File: src/rtl/alu_cmd_sequencer_if.sv
// Command, ALU-drive and result bundle between the command source/result consumer/ALU and the sequencer.
// The sequencer takes the slave view; the surrounding environment (producer, consumer, ALU) takes the master view.
interface alu_cmd_sequencer_if;
  logic        cmd_valid;
  logic        cmd_ready;
  logic [3:0]  cmd_op;
  logic [15:0] cmd_a;
  logic [15:0] cmd_b;
  logic        cmd_chain;

  logic [15:0] alu_a;
  logic [15:0] alu_b;
  logic [1:0]  alu_muxA;
  logic [3:0]  alu_muxB;
  logic [3:0]  alu_op;
  logic        alu_reset;
  logic [31:0] alu_result;

  logic        res_valid;
  logic        res_ready;
  logic [31:0] res_data;
  logic        res_err;
  logic [3:0]  res_op;

  modport master (
    output cmd_valid, cmd_op, cmd_a, cmd_b, cmd_chain, alu_result, res_ready,
    input  cmd_ready, alu_a, alu_b, alu_muxA, alu_muxB, alu_op, alu_reset,
           res_valid, res_data, res_err, res_op
  );

  modport slave (
    input  cmd_valid, cmd_op, cmd_a, cmd_b, cmd_chain, alu_result, res_ready,
    output cmd_ready, alu_a, alu_b, alu_muxA, alu_muxB, alu_op, alu_reset,
           res_valid, res_data, res_err, res_op
  );
endinterface

File: src/rtl/alu_cmd_sequencer.sv
// Buffers ALU commands, filters unexecutable ones, sequences the ALU and returns results in order.
// Legal command: 4 cycles pop-to-consume; rejected command: 2 cycles; cmd_ready is a registered !full.
module alu_cmd_sequencer #(
  parameter int DEPTH = 4
) (
  input  logic               clk,
  input  logic               reset,
  alu_cmd_sequencer_if.slave bus
);
  localparam int PW = (DEPTH > 1) ? $clog2(DEPTH) : 1;
  localparam int CW = PW + 1;
  localparam logic [CW-1:0] FULL_CNT = CW'(DEPTH);

  typedef struct packed {
    logic [3:0]  op;
    logic [15:0] a;
    logic [15:0] b;
    logic        chain;
  } cmd_t;

  typedef enum logic [1:0] {IDLE, ISSUE, CAPTURE, DONE} state_t;

  cmd_t          fifo_mem [DEPTH];
  cmd_t          wr_entry;
  cmd_t          head;
  logic [PW-1:0] wr_ptr;
  logic [PW-1:0] rd_ptr;
  logic [CW-1:0] count;
  logic [CW-1:0] count_nxt;
  logic          cmd_ready_q;
  logic          push;
  logic          pop;
  logic          empty;
  logic          err;
  logic [15:0]   eff_b;
  logic [15:0]   last_result;
  state_t        state;

  assign wr_entry      = {bus.cmd_op, bus.cmd_a, bus.cmd_b, bus.cmd_chain};
  assign head          = fifo_mem[rd_ptr];
  assign empty         = (count == '0);
  assign push          = bus.cmd_valid && cmd_ready_q;
  assign pop           = (state == IDLE) && !empty;
  assign bus.cmd_ready = cmd_ready_q;

  // Only the low half of the previous result can feed back as operand B.
  assign eff_b = head.chain ? last_result : head.b;
  assign err   = (head.op > 4'd12)
              || ((head.op == 4'd1) && (eff_b > head.a))
              || ((head.op == 4'd3) && (eff_b == 16'd0));

  always_comb begin
    count_nxt = count;
    unique case ({push, pop})
      2'b10:   count_nxt = count + CW'(1);
      2'b01:   count_nxt = count - CW'(1);
      default: count_nxt = count;
    endcase
  end

  always_ff @(posedge clk) begin
    if (push) begin
      fifo_mem[wr_ptr] <= wr_entry;
    end
  end

  always_ff @(posedge clk or posedge reset) begin
    if (reset) begin
      wr_ptr      <= '0;
      rd_ptr      <= '0;
      count       <= '0;
      cmd_ready_q <= 1'b0;
    end else begin
      if (push) begin
        wr_ptr <= wr_ptr + PW'(1);
      end
      if (pop) begin
        rd_ptr <= rd_ptr + PW'(1);
      end
      count       <= count_nxt;
      cmd_ready_q <= (count_nxt != FULL_CNT);
    end
  end

  // ALU operands are registered on the pop edge so they are stable for the whole ISSUE cycle.
  always_ff @(posedge clk or posedge reset) begin
    if (reset) begin
      state         <= IDLE;
      last_result   <= '0;
      bus.alu_a     <= '0;
      bus.alu_b     <= '0;
      bus.alu_muxA  <= 2'b01;
      bus.alu_muxB  <= 4'b0001;
      bus.alu_op    <= '0;
      bus.alu_reset <= 1'b1;
      bus.res_valid <= 1'b0;
      bus.res_data  <= '0;
      bus.res_err   <= 1'b0;
      bus.res_op    <= '0;
    end else begin
      unique case (state)
        IDLE: begin
          if (pop) begin
            if (err) begin
              bus.res_valid <= 1'b1;
              bus.res_err   <= 1'b1;
              bus.res_data  <= '0;
              bus.res_op    <= head.op;
              state         <= DONE;
            end else begin
              bus.alu_reset <= 1'b0;
              bus.alu_a     <= head.a;
              bus.alu_b     <= eff_b;
              bus.alu_op    <= head.op;
              bus.alu_muxA  <= 2'b10;
              bus.alu_muxB  <= 4'b0100;
              state         <= ISSUE;
            end
          end
        end
        ISSUE: begin
          bus.alu_muxA <= 2'b01;
          bus.alu_muxB <= 4'b0001;
          state        <= CAPTURE;
        end
        CAPTURE: begin
          bus.res_data  <= bus.alu_result;
          bus.res_err   <= 1'b0;
          bus.res_op    <= bus.alu_op;
          bus.res_valid <= 1'b1;
          last_result   <= bus.alu_result[15:0];
          state         <= DONE;
        end
        DONE: begin
          if (bus.res_ready) begin
            bus.res_valid <= 1'b0;
            bus.alu_reset <= 1'b1;
            state         <= IDLE;
          end
        end
        default: state <= IDLE;
      endcase
    end
  end
endmodule

File: src/flat_wrapper.sv
// flat-port wrapper written by rule: the top's interface ports become plain ports
module alu_cmd_sequencer_flat 
#(
  parameter int DEPTH = 4
)
  (clk, reset, bus_cmd_valid, bus_cmd_op, bus_cmd_a, bus_cmd_b, bus_cmd_chain, bus_alu_result, bus_res_ready, bus_cmd_ready, bus_alu_a, bus_alu_b, bus_alu_muxA, bus_alu_muxB, bus_alu_op, bus_alu_reset, bus_res_valid, bus_res_data, bus_res_err, bus_res_op);
  alu_cmd_sequencer_if bus_i ();
  input  logic clk;
  input  logic reset;
  input wire logic [$bits(bus_i.cmd_valid)-1:0] bus_cmd_valid;
  input wire logic [$bits(bus_i.cmd_op)-1:0] bus_cmd_op;
  input wire logic [$bits(bus_i.cmd_a)-1:0] bus_cmd_a;
  input wire logic [$bits(bus_i.cmd_b)-1:0] bus_cmd_b;
  input wire logic [$bits(bus_i.cmd_chain)-1:0] bus_cmd_chain;
  input wire logic [$bits(bus_i.alu_result)-1:0] bus_alu_result;
  input wire logic [$bits(bus_i.res_ready)-1:0] bus_res_ready;
  output wire logic [$bits(bus_i.cmd_ready)-1:0] bus_cmd_ready;
  output wire logic [$bits(bus_i.alu_a)-1:0] bus_alu_a;
  output wire logic [$bits(bus_i.alu_b)-1:0] bus_alu_b;
  output wire logic [$bits(bus_i.alu_muxA)-1:0] bus_alu_muxA;
  output wire logic [$bits(bus_i.alu_muxB)-1:0] bus_alu_muxB;
  output wire logic [$bits(bus_i.alu_op)-1:0] bus_alu_op;
  output wire logic [$bits(bus_i.alu_reset)-1:0] bus_alu_reset;
  output wire logic [$bits(bus_i.res_valid)-1:0] bus_res_valid;
  output wire logic [$bits(bus_i.res_data)-1:0] bus_res_data;
  output wire logic [$bits(bus_i.res_err)-1:0] bus_res_err;
  output wire logic [$bits(bus_i.res_op)-1:0] bus_res_op;
  assign bus_i.cmd_valid = bus_cmd_valid;
  assign bus_i.cmd_op = bus_cmd_op;
  assign bus_i.cmd_a = bus_cmd_a;
  assign bus_i.cmd_b = bus_cmd_b;
  assign bus_i.cmd_chain = bus_cmd_chain;
  assign bus_i.alu_result = bus_alu_result;
  assign bus_i.res_ready = bus_res_ready;
  assign bus_cmd_ready = bus_i.cmd_ready;
  assign bus_alu_a = bus_i.alu_a;
  assign bus_alu_b = bus_i.alu_b;
  assign bus_alu_muxA = bus_i.alu_muxA;
  assign bus_alu_muxB = bus_i.alu_muxB;
  assign bus_alu_op = bus_i.alu_op;
  assign bus_alu_reset = bus_i.alu_reset;
  assign bus_res_valid = bus_i.res_valid;
  assign bus_res_data = bus_i.res_data;
  assign bus_res_err = bus_i.res_err;
  assign bus_res_op = bus_i.res_op;
  alu_cmd_sequencer #(.DEPTH(DEPTH)) u_core (.clk(clk), .reset(reset), .bus(bus_i));
endmodule
File: config.mk
export PLATFORM = sky130hd
export DESIGN_NAME = alu_cmd_sequencer_flat
export DESIGN_NICKNAME = d
export VERILOG_FILES = /design/src/rtl/alu_cmd_sequencer_if.sv /design/src/rtl/alu_cmd_sequencer.sv /design/src/flat_wrapper.sv
export SDC_FILE = /design/constraint.sdc
export NUM_CORES = 1
export LEC_CHECK = 0
export ABC_AREA = 1
export CELL_PAD_IN_SITES_DETAIL_PLACEMENT = 1
export CELL_PAD_IN_SITES_GLOBAL_PLACEMENT = 2
export CORE_AREA = 2 2 220 168
export CTS_CLUSTER_DIAMETER = 80
export DETAILED_ROUTE_END_ITERATION = 16
export DIE_AREA = 0 0 222 170
export PLACE_DENSITY_LB_ADDON = 0.2
export RECOVER_POWER = 50
export SLEW_MARGIN = 20
export SYNTH_ARGS = -nofsm -noshare
export SYNTH_HDL_FRONTEND = slang
export SYNTH_SLANG_ARGS = --single-unit
File: constraint.sdc
create_clock -name clk -period 4.6 [get_ports clk]
set_input_delay 1.15 -clock clk [delete_from_list [all_inputs] [get_ports clk]]
set_output_delay 1.15 -clock clk [all_outputs]
set_load 0.02 [all_outputs]
==> results of run 1 <==
state kept, by name (all words and copies together) (netlist names):
| register | flops |
|---|---|
| u_core.fifo_mem | 148 |
| u_core.bus.res_data | 32 |
| u_core.bus.alu_a | 16 |
| u_core.bus.alu_b | 16 |
| u_core.last_result | 16 |
| u_core.bus.alu_op | 4 |
| u_core.bus.res_op | 4 |
| u_core.count | 3 |
| u_core.bus.alu_muxA | 2 |
| u_core.rd_ptr | 2 |
| u_core.state | 2 |
| u_core.wr_ptr | 2 |
| u_core.bus.alu_reset | 1 |
| u_core.bus.cmd_ready | 1 |
| u_core.bus.res_err | 1 |
| u_core.bus.res_valid | 1 |
through the flow:
| stage | utilization | instances | cell area (sq um) | hold slack [ns] |
|---|---|---|---|---|
| after floorplan | - | 1029 | 10900 | 0.442 |
| after global placement | 0.362 | 1613 | 12800 | 0.456 |
| after detailed placement | 0.362 | 1613 | 12800 | 0.458 |
| after CTS | 0.385 | 1661 | 13700 | 0.468 |
| after global routing | 0.384 | 1661 | 13600 | 0.493 |
| final | 0.384 | 1661 | 13600 | 0.463 |
layout make-up:
cell class / count / area, sq um
Inverter: 71 / 270
Clock buffer: 34 / 722
Sequential cell: 251 / 7030
Multi-Input combinational cell: 652 / 3250
Tap cell: 465 / 582
Timing Repair Buffer: 174 / 1670
Fill cell: 3935 / 21900
Clock inverter: 14 / 115
final timing paths:
check,slack (ns),endpoint,cells after the start
worst max-delay path,0.71,u_core.bus.res_data[16],19
max in group asynchronous,0.90,u_core.bus.alu_a[7],3
worst min-delay path,0.46,u_core.bus.alu_reset,2
worst min register to register,0.46,u_core.bus.alu_reset,2
min in group asynchronous,1.64,u_core.bus.alu_b[11],2
worst max register to register,0.71,u_core.bus.res_data[16],19
kinds of logic after synthesis:
group / Yosys count
XOR/XNOR: 5
other: 1
AO/OA/AOI/OAI: 120
adder cells (fa/ha/maj): 27
buffers and inverters: 126
flip-flops: 251
AND/OR/NAND/NOR: 498
power by group through the flow:
| stage | clock (uW) | sequential (uW) | combinational (uW) |
|---|---|---|---|
| 2_1_floorplan | 0 | 3770 | 2910 |
| 5_1_grt | 2250 | 3510 | 5780 |
| 3_5_place_dp | 0 | 3460 | 5230 |
| 3_3_place_gp | 0 | 3470 | 5170 |
| 6_report | 2090 | 3430 | 5110 |
| 4_1_cts | 2170 | 3430 | 5260 |
synthesized netlist by cell type (all sizes together):
library cell / instances
a31oi: 2
nand3b: 32
dfrtp: 101
conb: 1
xnor2: 1
nor3: 1
buf: 40
nand4: 2
o21ai: 69
a32o: 15
a32oi: 1
inv: 71
a21oi: 32
nand2: 369
ha: 26
nand3: 55
fa: 1
nor2: 39
xor2: 4
dfstp: 2
edfxtp: 148
a211oi: 1
clkbuf: 15
metal layers:
layer / global-route usage / vias up / share of wire
li1: - / 3712 / -
met1: 0.239 / 3751 / 0.49
met2: 0.270 / 116 / 0.45
met3: 0.0275 / 41 / 0.032
met4: 0.0385 / 0 / 0.021
met5: 0 / - / 0
worst max-delay path, stage by stage (launching register included):
cell,delay (ns)
dfrtp_2,0.39
buf_4,0.34
nand2_1,0.16
nand3_4,0.17
nand2_4,0.19
nand2_1,0.12
nand2_1,0.21
ha_1,0.38
nand2_1,0.06
nor2_1,0.17
nand2_1,0.07
nor2_1,0.13
nand2_1,0.07
nand2_1,0.06
nor3_1,0.06
a21oi_2,0.26
nand3_4,0.32
nand2_4,0.46
nand2_1,0.10
nand2_1,0.08
==> flow_summary.json, run 1 <==
{
  "p_leak_uw": 0.00572,
  "critPathKind": "flip-flop to flip-flop",
  "max-cap-violations": 3,
  "fin_crit_sh": 0.845,
  "netlist_area_sq_um": 10900,
  "grt_pass1_vias": 8006,
  "max_freq_mhz": 257,
  "synth_mux_area_frac": 0,
  "synth-simple-area-share": 0.196,
  "via_count": 7620,
  "hold_buffers": 0,
  "grt_overflow": 0,
  "boundaryPins": 155,
  "path_max_fanout": 37,
  "post_cts_buffers": 0,
  "period_needed_ns": 3.89,
  "cts_buffers": 26,
  "p_per_area_nw_per_um2": 779,
  "detail-route-antenna-nets": 0,
  "clockBufferDepth": 3,
  "synth_fa_ha_area_frac": 0.0318,
  "layout_common_cells": "365 x nand2_1, 148 x edfxtp_1, 113 x clkdlybuf4s50_1",
  "critPathLaunch": "u_core.rd_ptr[0]",
  "cts_resized": 0,
  "fp.coreArea_sq_um": 35500,
  "num_antenna_cells": 0,
  "drive_above_1_share": 0.0652,
  "report.final.slew_viol_count": 129,
  "antenna_found_initial": 0,
  "grt.total_usage": 0.168,
  "worstSkewPairLatency_ns": 0.54,
  "synth_top_area_frac": 0.409,
  "worst_slack_ns": 0.712,
  "slew_headroom": -0.691,
  "vdd_ir_drop_max_v": 0.000292,
  "hold_viol_final": 0,
  "vias_per_cell": 4.59,
  "dieArea_sq_um": 37700,
  "endpoint_kind": "flip-flop",
  "skew_ns": 0.0138,
  "ys_ff_latch": 251,
  "synth_xor_area_frac": 0.00403,
  "finalPower_uw": 10600,
  "finalSetupViolCount": 0,
  "mostFrequentLayoutCell": "nand2_1",
  "rsz0062_at_grt": "false",
  "p_clk_frac": 0.197,
  "crit_required_ns": 5.07,
  "p_sw_frac": 0.431,
  "p_seq_frac": 0.323,
  "synthCells": 1028,
  "post_drt_wl_per_cell_microns": 18.9,
  "path_clk_slew_ns": 0.06,
  "port_buffers": 152,
  "hold_class": "flip-flop to flip-flop",
  "comb_power_share": 0.481,
  "startpoint_type": "flip-flop",
  "netSwitchingPower_uw": 4580,
  "yosys_warnings": 0,
  "drc_errors": 0,
  "violations": "max-capacitance violations, max-slew violations",
  "cts_root_buffer": "clkbuf_16",
  "globalplace.congestion": 0.768,
  "drt-initial-drc-count": 398,
  "start_util": 0.306,
  "yosys.cell_types.count": 34,
  "ys_seq_area_frac": 0.647,
  "worstHoldStart": "u_core.bus.alu_reset",
  "synth_top_family_by_area": "simple AND/OR/NAND/NOR gates",
  "post-place-ws_ns": 0.654,
  "grt_start_max_net_pins": 76,
  "drt_wl_total_mm": 31.4,
  "firstDrtPassIters": 4,
  "cts_sinks": 251,
  "synth_area_leaders": "edfxtp_1 41%, dfrtp_1 23%, nand2_1 13%, ha_1 3.0%, inv_1 2.4%",
  "status": "finished with violations",
  "timing.rr.start": "u_core.rd_ptr[0]",
  "finalSetupTns_ns": 0,
  "h-tree-depth": 1,
  "synth_compound_gate_area_share": 0.0648,
  "worstPathArrival_ns": 4.36,
  "cts_tree": "done",
  "hpwl_mm": 21.6,
  "syn2layout_area_growth_pct": 25.7,
  "nets": 1276,
  "post-synth-top-area-cell": "edfxtp_1",
  "internal_power_uw": 6050,
  "rows": 60,
  "worst_slew_pin_slew_ns": 2.54,
  "avgSynthCellArea_sq_um": 10.6,
  "die_height_microns": 170,
  "grt_pass1_wl_mm": 48.6,
  "die_w_microns": 222
}
(Power assumes the default switching activity.)
==> inputs of run 2 (changes only) <==
==> constraint.sdc (replaced) <==
create_clock -name clk -period 3.7 [get_ports clk]
set_input_delay 0.925 -clock clk [delete_from_list [all_inputs] [get_ports clk]]
set_output_delay 0.925 -clock clk [all_outputs]
set_load 0.02 [all_outputs]
==> run 2 against run 1 <==
Against the previous run:
- the run still ends with max-capacitance violations, max-slew violations left
- routed wire length is 0.60% higher
- highest routed layer unchanged
- largest cell class unchanged
- non-clock buffer count up 5
- design area is 0.89% higher
- critical path depth fell by 3
- fmax grew 15%
- register-to-register slack worse by 0.40 ns
==> flow_summary.json, run 2 (synthesis gave the netlist of run 1 again) <==
{
  "post_drt_wl_per_cell_microns": 18.9,
  "die_height_microns": 170,
  "report.final.slew_viol_count": 43,
  "drive_above_1_share": 0.0680,
  "p_seq_frac": 0.319,
  "mostFrequentLayoutCell": "nand2_1",
  "die_w_microns": 222,
  "cp_common_cell": "nand2_1",
  "violations": "max-capacitance violations, max-slew violations",
  "status": "finished with violations",
  "path_clk_slew_ns": 0.07,
  "internal_power_uw": 7590,
  "cts_buffers": 28,
  "via_count": 7703,
  "globalplace.congestion": 0.809,
  "port_buffers": 152,
  "cts_tree": "done",
  "vdd_ir_drop_max_v": 0.000397,
  "cp_top_family": "simple AND/OR/NAND/NOR gates",
  "start_util": 0.306,
  "nets": 1283,
  "grt_pass1_wl_mm": 49.2,
  "grt_start_max_net_pins": 70,
  "rrSetupSlack_ns": 0.31,
  "rows": 60,
  "antenna_found_initial": 1,
  "p_per_area_nw_per_um2": 975,
  "worstPathArrival_ns": 3.82,
  "max-cap-violations": 1,
  "p_clk_frac": 0.196,
  "place_inst": 1618,
  "finalSetupTns_ns": 0,
  "hold_viol_final": 0,
  "clockBufferDepth": 3,
  "dieArea_sq_um": 37700,
  "drt_wl_total_mm": 31.6,
  "fp.coreArea_sq_um": 35500,
  "period_needed_ns": 3.39,
  "detail-route-antenna-nets": 0,
  "critPathBufInv": 3,
  "slew_headroom": -0.487,
  "cts_resized": 0,
  "h-tree-depth": 1,
  "skew_ns": 0.0263,
  "syn2layout_area_growth_pct": 26.8,
  "boundaryPins": 155,
  "path_cells": "inv_2 > nand3_4 > nand2_4 > nand2_1 > o21ai_1 > inv_1 > ha_1 > a21oi_1 > o21ai_0 > nand2_1 > nand3_1 > a21oi_2 > nand3_4 > buf_12 > nand2_1 > o21ai_0",
  "hold_class": "flip-flop to flip-flop",
  "drt-initial-drc-count": 410,
  "vias_per_cell": 4.61,
  "crit_required_ns": 4.13,
  "cpPeakStageDelay_ns": 0.40,
  "grt_overflow": 0,
  "cts_root_buffer": "clkbuf_16",
  "crit_slowest_cell": "dfrtp_1",
  "max_freq_mhz": 295,
  "stdcell_count": 1671,
  "netSwitchingPower_uw": 5820,
  "drc_errors": 0,
  "finalSetupViolCount": 0,
  "grt_pass1_vias": 8150,
  "startpoint_type": "flip-flop",
  "hpwl_mm": 21.6,
  "post_cts_buffers": 0,
  "p_leak_uw": 0.00576,
  "critPathKind": "flip-flop to flip-flop",
  "path_max_fanout": 69,
  "layout_common_cells": "365 x nand2_1, 148 x edfxtp_1, 113 x clkdlybuf4s50_1",
  "comb_power_share": 0.485,
  "endpoint_kind": "flip-flop",
  "worstSkewPairLatency_ns": 0.56,
  "largestRegisters": "u_core.fifo_mem: 148 flops, u_core.bus.res_data: 32 flops",
  "largest-register": "u_core.fifo_mem",
  "p_sw_frac": 0.434,
  "fin_crit_sh": 0.917,
  "grt.total_usage": 0.170,
  "largest_reg_flops": 148,
  "cts_sinks": 251,
  "firstDrtPassIters": 5,
  "worst_slew_pin_slew_ns": 2.22,
  "hold_buffers": 0
}
-- run 2: final cells by class --
type | count | area [sq um]
Clock inverter | 7 | 36.3
Timing Repair Buffer | 179 | 1750
Antenna cell | 1 | 2.50
Fill cell | 3935 | 21700
Tap cell | 465 | 582
Clock buffer | 45 | 816
Sequential cell | 251 | 7030
Multi-Input combinational cell | 652 | 3280
Inverter | 71 | 270
-- run 2: worst register-to-register path, cell delays in order, from the launching register on --
cell and delay, ns:
dfrtp_1 0.40, inv_2 0.22, nand3_4 0.19, nand2_4 0.28, nand2_1 0.14, o21ai_1 0.33, inv_1 0.10, ha_1 0.32
a21oi_1 0.14, o21ai_0 0.10, nand2_1 0.08, nand3_1 0.09, a21oi_2 0.30, nand3_4 0.17, buf_12 0.24, nand2_1 0.10
o21ai_0 0.08
-- run 2: power by group through the flow --
stage | Sequential, uW | Combinational, uW | Clock, uW
6_report | 4280 | 6500 | 2630
4_1_cts | 4290 | 6650 | 2710
3_5_place_dp | 4320 | 6620 | 0
3_3_place_gp | 4320 | 6520 | 0
5_1_grt | 4380 | 7250 | 2820
2_1_floorplan | 4690 | 3620 | 0
-- run 2: final timing paths --
kind / from / to / cells past startpoint
max reg2reg: u_core.rd_ptr[1] / u_core.bus.alu_b[1] / 16
min: u_core.bus.alu_reset / u_core.bus.alu_reset / 2
min in group asynchronous: reset / u_core.state[0] / 2
min reg2reg: u_core.bus.alu_reset / u_core.bus.alu_reset / 2
max in group asynchronous: reset / u_core.last_result[12] / 3
max: u_core.rd_ptr[1] / u_core.bus.alu_b[1] / 16
-- run 2: per-layer routing --
| metal | routed length (microns) | vias up | global-route usage |
|---|---|---|---|
| li1 | - | 3728 | - |
| met1 | 15000 | 3817 | 0.239 |
| met2 | 14800 | 116 | 0.276 |
| met3 | 1250 | 42 | 0.0278 |
| met4 | 574 | 0 | 0.0341 |
| met5 | 0 | - | 0 |
-- run 2: per-stage QoR --
stage                     power (uW)  worst slack (ns)   util  cell area, sq um  hold WS (ns)
after CTS                      13600             0.265  0.388             13800         0.467
after detailed placement       10900             0.283  0.364             12900         0.456
after floorplan                 8300            0.0745      -             10900         0.442
after global placement         10800             0.327  0.364             12900         0.454
after global routing           14500           -0.0220  0.388             13800         0.501
final                          13400             0.308  0.388             13800         0.463
